[config.mk]
export PLATFORM = sky130hd
export DESIGN_NAME = seg7_scan_flat
export DESIGN_NICKNAME = d
export VERILOG_FILES = /design/src/rtl/seg7_scan_if.sv /design/src/rtl/seg7_scan.sv /design/src/flat_wrapper.sv
export SDC_FILE = /design/constraint.sdc
export NUM_CORES = 1
export LEC_CHECK = 0
export ABC_AREA = 1
export BUFFER_PORTS_ARGS = -buffer_cell sky130_fd_sc_hd__buf_2
export CAP_MARGIN = 20
export CORE_MARGIN = 4
export CORE_UTILIZATION = 29
export CTS_BUF_LIST = sky130_fd_sc_hd__clkbuf_4
export CTS_CLUSTER_SIZE = 10
export DETAILED_ROUTE_END_ITERATION = 16
export GPL_ROUTABILITY_DRIVEN = 0
export SYNTH_ARGS = -nofsm -noshare
export SYNTH_HDL_FRONTEND = slang
export SYNTH_SLANG_ARGS = --single-unit
[constraint.sdc]
create_clock -name i_clk -period 2.3 [get_ports i_clk]
set_clock_uncertainty 0.15 [all_clocks]
set_input_delay 0.23 -clock i_clk [delete_from_list [all_inputs] [get_ports i_clk]]
set_output_delay 0.23 -clock i_clk [all_outputs]
set_load 0.02 [all_outputs]
[src/rtl/seg7_scan_if.sv]
// rtl/seg7_scan_if.sv - digit/control inputs and scanned display outputs of seg7_scan
interface seg7_scan_if;
  logic [15:0] i_digits;
  logic [3:0]  i_dp;
  logic [3:0]  i_blink_mask;
  logic [3:0]  o_an;
  logic [6:0]  o_seg;
  logic        o_dp;
  logic        o_frame;

  modport master (
    output i_digits, i_dp, i_blink_mask,
    input  o_an, o_seg, o_dp, o_frame
  );

  modport slave (
    input  i_digits, i_dp, i_blink_mask,
    output o_an, o_seg, o_dp, o_frame
  );
endinterface

[src/rtl/seg7_scan.sv]
// rtl/seg7_scan.sv - 4-digit multiplexed 7-segment scanner with frame snapshots
// Optional blinking compiled in with SEG7_BLINK_EN.
module seg7_scan #(
  parameter int SCAN_DIV  = 1000,
  parameter int BLINK_DIV = 64,
  parameter int LZ_BLANK  = 1
) (
  input logic        i_clk,
  input logic        i_rst_n,
  seg7_scan_if.slave bus
);
  localparam int DW = $clog2(SCAN_DIV);

  logic [DW-1:0] div_cnt;
  logic [1:0]    idx;
  logic [15:0]   snap_digits;
  logic [3:0]    snap_dp;
  logic          slot_end;
  logic          frame_end;
  logic [3:0]    cur_digit;
  logic          z3, z2, z1;
  logic          lz;
  logic [6:0]    seg_nxt;
  logic          dp_nxt;

  function automatic logic [6:0] glyph(input logic [3:0] d);
    case (d)
      4'h0: glyph = 7'b1000000;
      4'h1: glyph = 7'b1111001;
      4'h2: glyph = 7'b0100100;
      4'h3: glyph = 7'b0110000;
      4'h4: glyph = 7'b0011001;
      4'h5: glyph = 7'b0010010;
      4'h6: glyph = 7'b0000010;
      4'h7: glyph = 7'b1111000;
      4'h8: glyph = 7'b0000000;
      4'h9: glyph = 7'b0010000;
      4'hA: glyph = 7'b0001000;
      4'hB: glyph = 7'b0000011;
      4'hC: glyph = 7'b1000110;
      4'hD: glyph = 7'b0100001;
      4'hE: glyph = 7'b0000110;
      default: glyph = 7'b0001110;
    endcase
  endfunction

  assign slot_end  = (div_cnt == DW'(SCAN_DIV - 1));
  assign frame_end = slot_end && (idx == 2'd3);

`ifdef SEG7_BLINK_EN
  localparam int BW = (BLINK_DIV > 1) ? $clog2(BLINK_DIV) : 1;

  logic [BW-1:0] frame_cnt;
  logic          blink_phase;
  logic [3:0]    snap_blink;

  always_ff @(posedge i_clk or negedge i_rst_n) begin
    if (!i_rst_n) begin
      frame_cnt   <= '0;
      blink_phase <= 1'b0;
      snap_blink  <= 4'h0;
    end else if (frame_end) begin
      snap_blink <= bus.i_blink_mask;
      if (frame_cnt == BW'(BLINK_DIV - 1)) begin
        frame_cnt   <= '0;
        blink_phase <= ~blink_phase;
      end else begin
        frame_cnt <= frame_cnt + 1'b1;
      end
    end
  end
`else
  logic unused_blink;
  assign unused_blink = ^bus.i_blink_mask;
`endif

  // Leading-zero chain: a digit blanks only when it and every digit above it are zero.
  always_comb begin
    cur_digit = snap_digits[{idx, 2'b00} +: 4];
    z3 = (snap_digits[15:12] == 4'h0);
    z2 = z3 && (snap_digits[11:8] == 4'h0);
    z1 = z2 && (snap_digits[7:4] == 4'h0);
    lz = 1'b0;
    if (LZ_BLANK != 0) begin
      case (idx)
        2'd3:    lz = z3;
        2'd2:    lz = z2;
        2'd1:    lz = z1;
        default: lz = 1'b0;
      endcase
    end
    seg_nxt = lz ? 7'h7F : glyph(cur_digit);
    dp_nxt  = ~snap_dp[idx];
`ifdef SEG7_BLINK_EN
    if (blink_phase && snap_blink[idx]) begin
      seg_nxt = 7'h7F;
      dp_nxt  = 1'b1;
    end
`endif
  end

  always_ff @(posedge i_clk or negedge i_rst_n) begin
    if (!i_rst_n) begin
      div_cnt     <= '0;
      idx         <= 2'd0;
      snap_digits <= 16'h0000;
      snap_dp     <= 4'h0;
      bus.o_an    <= 4'hF;
      bus.o_seg   <= 7'h7F;
      bus.o_dp    <= 1'b1;
      bus.o_frame <= 1'b0;
    end else begin
      div_cnt <= slot_end ? '0 : div_cnt + 1'b1;
      if (slot_end) idx <= idx + 2'd1;
      if (frame_end) begin
        snap_digits <= bus.i_digits;
        snap_dp     <= bus.i_dp;
      end
      bus.o_frame <= frame_end;
      // Anodes stay off for the first cycle of each slot so segments settle before enabling.
      bus.o_an    <= (div_cnt == '0) ? 4'hF : ~(4'b0001 << idx);
      bus.o_seg   <= seg_nxt;
      bus.o_dp    <= dp_nxt;
    end
  end
endmodule
[src/flat_wrapper.sv]
// flat-port wrapper written by rule: the top's interface ports become plain ports
module seg7_scan_flat 
#(
  parameter int SCAN_DIV  = 1000,
  parameter int BLINK_DIV = 64,
  parameter int LZ_BLANK  = 1
)
  (i_clk, i_rst_n, bus_i_digits, bus_i_dp, bus_i_blink_mask, bus_o_an, bus_o_seg, bus_o_dp, bus_o_frame);
  seg7_scan_if bus_i ();
  input logic i_clk;
  input logic i_rst_n;
  input wire logic [$bits(bus_i.i_digits)-1:0] bus_i_digits;
  input wire logic [$bits(bus_i.i_dp)-1:0] bus_i_dp;
  input wire logic [$bits(bus_i.i_blink_mask)-1:0] bus_i_blink_mask;
  output wire logic [$bits(bus_i.o_an)-1:0] bus_o_an;
  output wire logic [$bits(bus_i.o_seg)-1:0] bus_o_seg;
  output wire logic [$bits(bus_i.o_dp)-1:0] bus_o_dp;
  output wire logic [$bits(bus_i.o_frame)-1:0] bus_o_frame;
  assign bus_i.i_digits = bus_i_digits;
  assign bus_i.i_dp = bus_i_dp;
  assign bus_i.i_blink_mask = bus_i_blink_mask;
  assign bus_o_an = bus_i.o_an;
  assign bus_o_seg = bus_i.o_seg;
  assign bus_o_dp = bus_i.o_dp;
  assign bus_o_frame = bus_i.o_frame;
  seg7_scan #(.SCAN_DIV(SCAN_DIV), .BLINK_DIV(BLINK_DIV), .LZ_BLANK(LZ_BLANK)) u_core (.i_clk(i_clk), .i_rst_n(i_rst_n), .bus(bus_i));
endmodule
==> results of run 1 <==
## synth_stat cells, types with 3 or more instances
master   instances
a21oi_1          4
buf_6            3
dfrtp_1         33
dfstp_2         12
ha_1            13
inv_1           27
inv_2            3
nand2_1         89
nand3_1         28
nor2_1          15
nor3_1           3
o21ai_0         21
o21ai_2          4
xor2_1           4
## report_power, final
group / switching (mW) / internal [mW] / total [mW]
registers: 0 / 0.792 / 0.792
logic: 0.0239 / 0.0365 / 0.0603
clock network: 0.247 / 0.142 / 0.389
total: 0.271 / 0.970 / 1.24
## sequential cells by signal (all words and copies together), names as in the netlist
signal              flops
u_core.bus.o_dp         1
u_core.bus.o_an         4
u_core.idx              2
u_core.bus.o_seg        7
u_core.snap_dp          4
u_core.snap_digits     16
u_core.div_cnt         10
u_core.bus.o_frame      1
## logic make-up (layout without fill, tap and decap cells)
family / count (synthesis) / in the layout / share of synthesized area, %
buffers and inverters: 37 / 98 / 7.27
AOI/OAI and AO/OA: 31 / 31 / 7.55
DFF: 45 / 45 / 49.5
xor gates and xnor gates: 4 / 4 / 1.52
and+or+nand+nor: 145 / 145 / 27.1
adders and majority gates: 13 / 13 / 7.06
## routing by layer
layer	share of wire, %	track usage, %	routed length (µm)
met5	0	0	0
met1	50	14.5	2410
met2	45	18.2	2190
met4	1.2	3.46	57
met3	4.2	3.16	203
## worst max-delay path, delay by kind of cell, from the launching register on
family	cells	cell delay, ps
buf+inv	2	310
fa+ha+maj	1	230
simple gates	6	650
flops	1	510
## worst paths after layout
path                                    endpoint         startpoint  cells past startpoint  slack (ps)
setup / recovery             u_core.bus.o_seg[6]      u_core.idx[1]                      9         390
hold / removal             u_core.snap_digits[3]            i_rst_n                      3         320
setup reg to reg             u_core.bus.o_seg[6]      u_core.idx[1]                      9         390
hold reg to reg                u_core.div_cnt[0]  u_core.div_cnt[0]                      1         350
max in group asynchronous        u_core.bus.o_dp            i_rst_n                      3        1270
min in group i_clk             u_core.div_cnt[0]  u_core.div_cnt[0]                      1         350
## layout make-up
class                   instances  area (µm²)  area share (%)
clock buffers                   7        52.6            1.83
flip-flops and latches         45        1140            39.8
multi-input cells             193         996            34.8
clock inverters                 1        3.75           0.131
well taps                     102         128            4.46
repair buffers                 60         430            15.0
inverters                      30         113            3.93
## timing repair
item,CTS,global route
hold buffers,21,0
endpoints found under the setup margin,0,0
endpoints found under the hold margin,53,0
setup buffers,0,0
gates resized for setup,0,0
## cell usage in the layout, fill, tap and decap left out, drive strengths merged, types with 7 or more instances in the layout
cell         count
buf             39
nand3           30
o21ai           25
dlygate4sd3     21
nand2           91
clkbuf           7
ha              13
nor2            16
dfrtp           33
inv             30
dfstp           12
==> impl_metrics.tcl, run 1 <==
set metrics [dict create \
    result_of_the_run "complete, no violations" \
    synth_enable_flop_cells 0 \
    detail_route.wirelength_um 4860 \
    synthesis.area_per_instance_um2 8.38 \
    fin_crit_share_pct 83.2 \
    cts_buffers 5 \
    placed_cell_area_mm2 0.00260 \
    numClockSinks 45 \
    synth.area.top_cells "dfrtp_1 (36%), nand2_1 (14%), dfstp_2 (14%)" \
    worst_slack_ps 386 \
    timing.max_cap.violations 0 \
    detail-route-antenna-nets 0 \
    dp.cells 409 \
    dp_hpwl_um 3490 \
    grt_pass1_wl_um 8760 \
    dominant_cell_type_by_area_after_synthesis "dfrtp_1" \
    static-leakage-power_nw 1.32 \
    rsz0062_at_grt "false" \
    hold_viol_final 0 \
    post_route_cells_drive_above_1_share_pct 21.1 \
    tritoncts_clock_tree "built" \
    core_region_area_mm2 0.00773 \
    critPathMaxFanout 9 \
    yosys_register_bits 45 \
    dp_worst_setup_slack_ps 396 \
    net_count_reported_at_finish 374 \
    post_synth_inst_count 275 \
    fin_crit_ps 1910 \
    grt_pass1_vias 1959 \
    postSynth.topFlopCell "dfrtp_1" \
    synthDominantCellAreaShare_pct 35.8 \
    drt_iter0_markers 113 \
    fillCellCount 803 \
    vdd_drop_max_v 0.000124 \
    synth_fp_nets 314 \
    final-setup-viol-count 0 \
    syn2layout_area_growth_pct 24.3 \
    async_reset_ff_share_pct 100 \
    maxSlewViolCount 0 \
    instances_no_fill 438 \
    crit_arrival_ps 2050 \
    remaining_drc_errors 0 \
    ant_diodes 0 \
    gr-total-overflow 0 \
    final_design_area_no_fill_mm2 0.00286 \
    cts_root_buf "clkbuf_4" \
    portBuffers 34 \
    hold_ws_ps 320 \
    drt_pre_antenna_iters 4 \
    clkTransAtPathRegs_ps 130 \
    yosysWarningCount 0 \
    hold_path_class "input port to asynchronous set/reset pin" \
    start_kind "register" \
    start_util_pct 29.8 \
    critPathMaxStageDelay_ps 510 \
    die-area_mm2 0.00944 \
    ctsHtreeMaxLevel 2 \
    fin_setup_tns_ps 0 \
    grt_start_max_net_pins 46 \
    cp.required_ps 2440 \
    synth.lib_cells_used.distinct 25 \
    final_core_utilization_pct 37.1 \
    post-layout-total-power_mw 1.24 \
    clockBufferDepth 2 \
    critical_path.cell_chain "inv_2, nand3_1, nand2_1, inv_1, ha_1, nand3_1, nand3_1, nand2_1, nand2_1" \
    die-height_um 97.1 \
    synthesized_area_mm2 0.00230 \
    slew_headroom_pct 61.8 \
    die_w_um 97.1 \
    placementRows 32 \
    antenna_found_initial 0 \
    power_density_mw_per_mm2 433 \
    seq_area_frac_synth_pct 49.5 \
    timing_worst_slew_pin_value_ps 573 \
    worstSetupEndpointType "register" \
    clk-insertion-delay-late_ps 360 \
    worst_path_max_delay_cell "dfrtp_1" \
    io_pins 39 \
    via_count 1898 \
    track_usage_pct 11.2 \
    max_clock_freq_ghz 0.523 \
    path_class "register to register" \
    routed_wire_length_per_instance_um 11.1 \
    drt-vias-per-instance 4.33 \
]
Power figures use the tool's default switching activity.
==> run 2: changes to the inputs <==
clock period = 1.91 ns   (was 2.3 ns; I/O delays follow)
==> run 2 against run 1 <==
Against the previous run: flip-flop and latch count stayed put; final area up 5.5%; clock power rose by 14%; sequential power up 20%; total power rose by 19%; wire length rose by 2.8%; count of clock-buffer cells in the layout shrank 2; non-clock buffer count up 15; global-route usage is essentially flat; sequential share of layout area is 2.1 points lower; critical endpoint is now u_core.snap_digits[12]; highest routed layer unchanged.
==> impl_metrics.tcl, run 2 (synthesis results as in run 1) <==
set metrics [dict create \
    result_of_the_run "complete, no violations" \
    grt_start_max_net_pins 31 \
    ff2ff_path_depth 8 \
    post_route_cells_drive_above_1_share_pct 25.9 \
    via_count 1951 \
    ctsHtreeMaxLevel 2 \
    track_usage_pct 11.2 \
    fillCellCount 781 \
    gr-total-overflow 0 \
    worst_path_max_delay_cell "dfrtp_1" \
    remaining_drc_errors 0 \
    clk-insertion-delay-late_ps 350 \
    post-layout-total-power_mw 1.47 \
    critPathMaxStageDelay_ps 420 \
    crit_arrival_ps 1900 \
    die-area_mm2 0.00944 \
    maxSlewViolCount 0 \
    worst_path_dominant_cell_family "simple AND/OR/NAND/NOR gates" \
    grt_pass1_wl_um 8710 \
    critical_path_buf_inv_count 1 \
    cp.required_ps 2030 \
    clkTransAtPathRegs_ps 130 \
    cts_root_buf "clkbuf_4" \
    top_register "u_core.snap_digits" \
    max_clock_freq_ghz 0.560 \
    placementRows 32 \
    power_density_mw_per_mm2 488 \
    drt-vias-per-instance 4.31 \
    dp_hpwl_um 3570 \
    mostFrequentLayoutCell "nand2_1" \
    drt_pre_antenna_iters 4 \
    path_class "register to register" \
    die-height_um 97.1 \
    placed_cell_area_mm2 0.00268 \
    layout_common_cells "nand2_1 (88), buf_2 (34), dfrtp_1 (32)" \
    critical_path_cell_count 8 \
    clockBufferDepth 2 \
    static-leakage-power_nw 1.43 \
    timing_worst_slew_pin_value_ps 481 \
    critPathLaunch "u_core.div_cnt[0]" \
    fin_crit_ps 1790 \
    worst_r2r_startpoint "u_core.div_cnt[0]" \
    ant_diodes 0 \
    detail_route.wirelength_um 5000 \
    portBuffers 34 \
    critical_path.cell_chain "ha_1, nand2_2, nor3_4, nand2_4, nor2_4, buf_12, nand2_1, o21ai_0" \
    numClockSinks 45 \
    hold_viol_final 0 \
    slew_headroom_pct 67.9 \
    worstSetupEndpointType "register" \
    vdd_drop_max_v 0.000192 \
    timing.reg2reg.setup_slack_ps 120 \
    net_count_reported_at_finish 389 \
    io_pins 39 \
    critPathMaxFanout 15 \
    detail-route-antenna-nets 0 \
    core_region_area_mm2 0.00773 \
    critical_path.reg2reg.endpoint "u_core.snap_digits[12]" \
    grt_pass1_vias 1967 \
    start_util_pct 29.8 \
    start_kind "register" \
    syn2layout_area_growth_pct 31.2 \
    cts_buffers 5 \
    antenna_found_initial 0 \
    routed_wire_length_per_instance_um 11.0 \
    final_design_area_no_fill_mm2 0.00302 \
    timing.max_cap.violations 0 \
    seq_cell_area_mm2 0.00114 \
    max_ffs_per_register 16 \
    multi_input_area_mm2 0.00101 \
    die_w_um 97.1 \
    critPathCapture "u_core.snap_digits[12]" \
    final-setup-viol-count 0 \
    hold_path_class "input port to asynchronous set/reset pin" \
    tritoncts_clock_tree "built" \
    reg_top3 "u_core.snap_digits (16), u_core.div_cnt (10), u_core.bus.o_seg (7)" \
    fin_crit_share_pct 93.5 \
    drt_iter0_markers 76 \
]
run 2: timing repair:
action,CTS,global route
endpoints found under the hold margin,40,0
gates resized for setup,0,8
setup buffers,0,5
setup endpoints to repair,0,27
hold buffers,21,0
run 2: layout make-up:
class,count,area share [%]
Clock buffer,5,1.24
Clock inverter,3,0.579
Inverter,30,3.73
Multi-Input combinational cell,193,33.5
Sequential cell,45,37.8
Tap cell,102,4.22
Timing Repair Buffer,75,19.0
run 2: where the power goes:
part | internal [mW] | switching (mW)
combinational | 0.0466 | 0.0282
clock | 0.139 | 0.306
sequential | 0.954 | 0
total | 1.14 | 0.334
run 2: per-stage QoR:
step	utilization, %	std cells	TNS (ps)	setup slack [ps]	hold WS [ps]
floorplan	-	275	0	219	-255
global placement	34.7	418	0	96.0	32.4
detailed placement	34.7	418	0	55.6	35.4
CTS	38.1	447	0	25.0	188
global route	39.1	453	-207	-44.5	196
finish	39.1	453	0	124	176
run 2: how the worst min path moves through the flow:
stage | slack [ps] | start | to
after floorplan | -250 | i_rst_n | u_core.bus.o_frame
after global placement | 30 | i_rst_n | u_core.div_cnt[4]
after detailed placement | 40 | i_rst_n | u_core.div_cnt[4]
after CTS | 190 | i_rst_n | u_core.div_cnt[4]
after global routing | 200 | i_rst_n | u_core.div_cnt[4]
final | 180 | i_rst_n | u_core.div_cnt[4]
run 2: metal layers:
| metal | up-vias | track usage (%) | part of all wire (%) |
|---|---|---|---|
| met4 | 0 | 4.54 | 1.9 |
| li1 | 1021 | - | - |
| met2 | 40 | 17.7 | 45 |
| met1 | 882 | 14.6 | 48 |
| met5 | - | 0 | 0 |
| met3 | 8 | 2.87 | 5.1 |
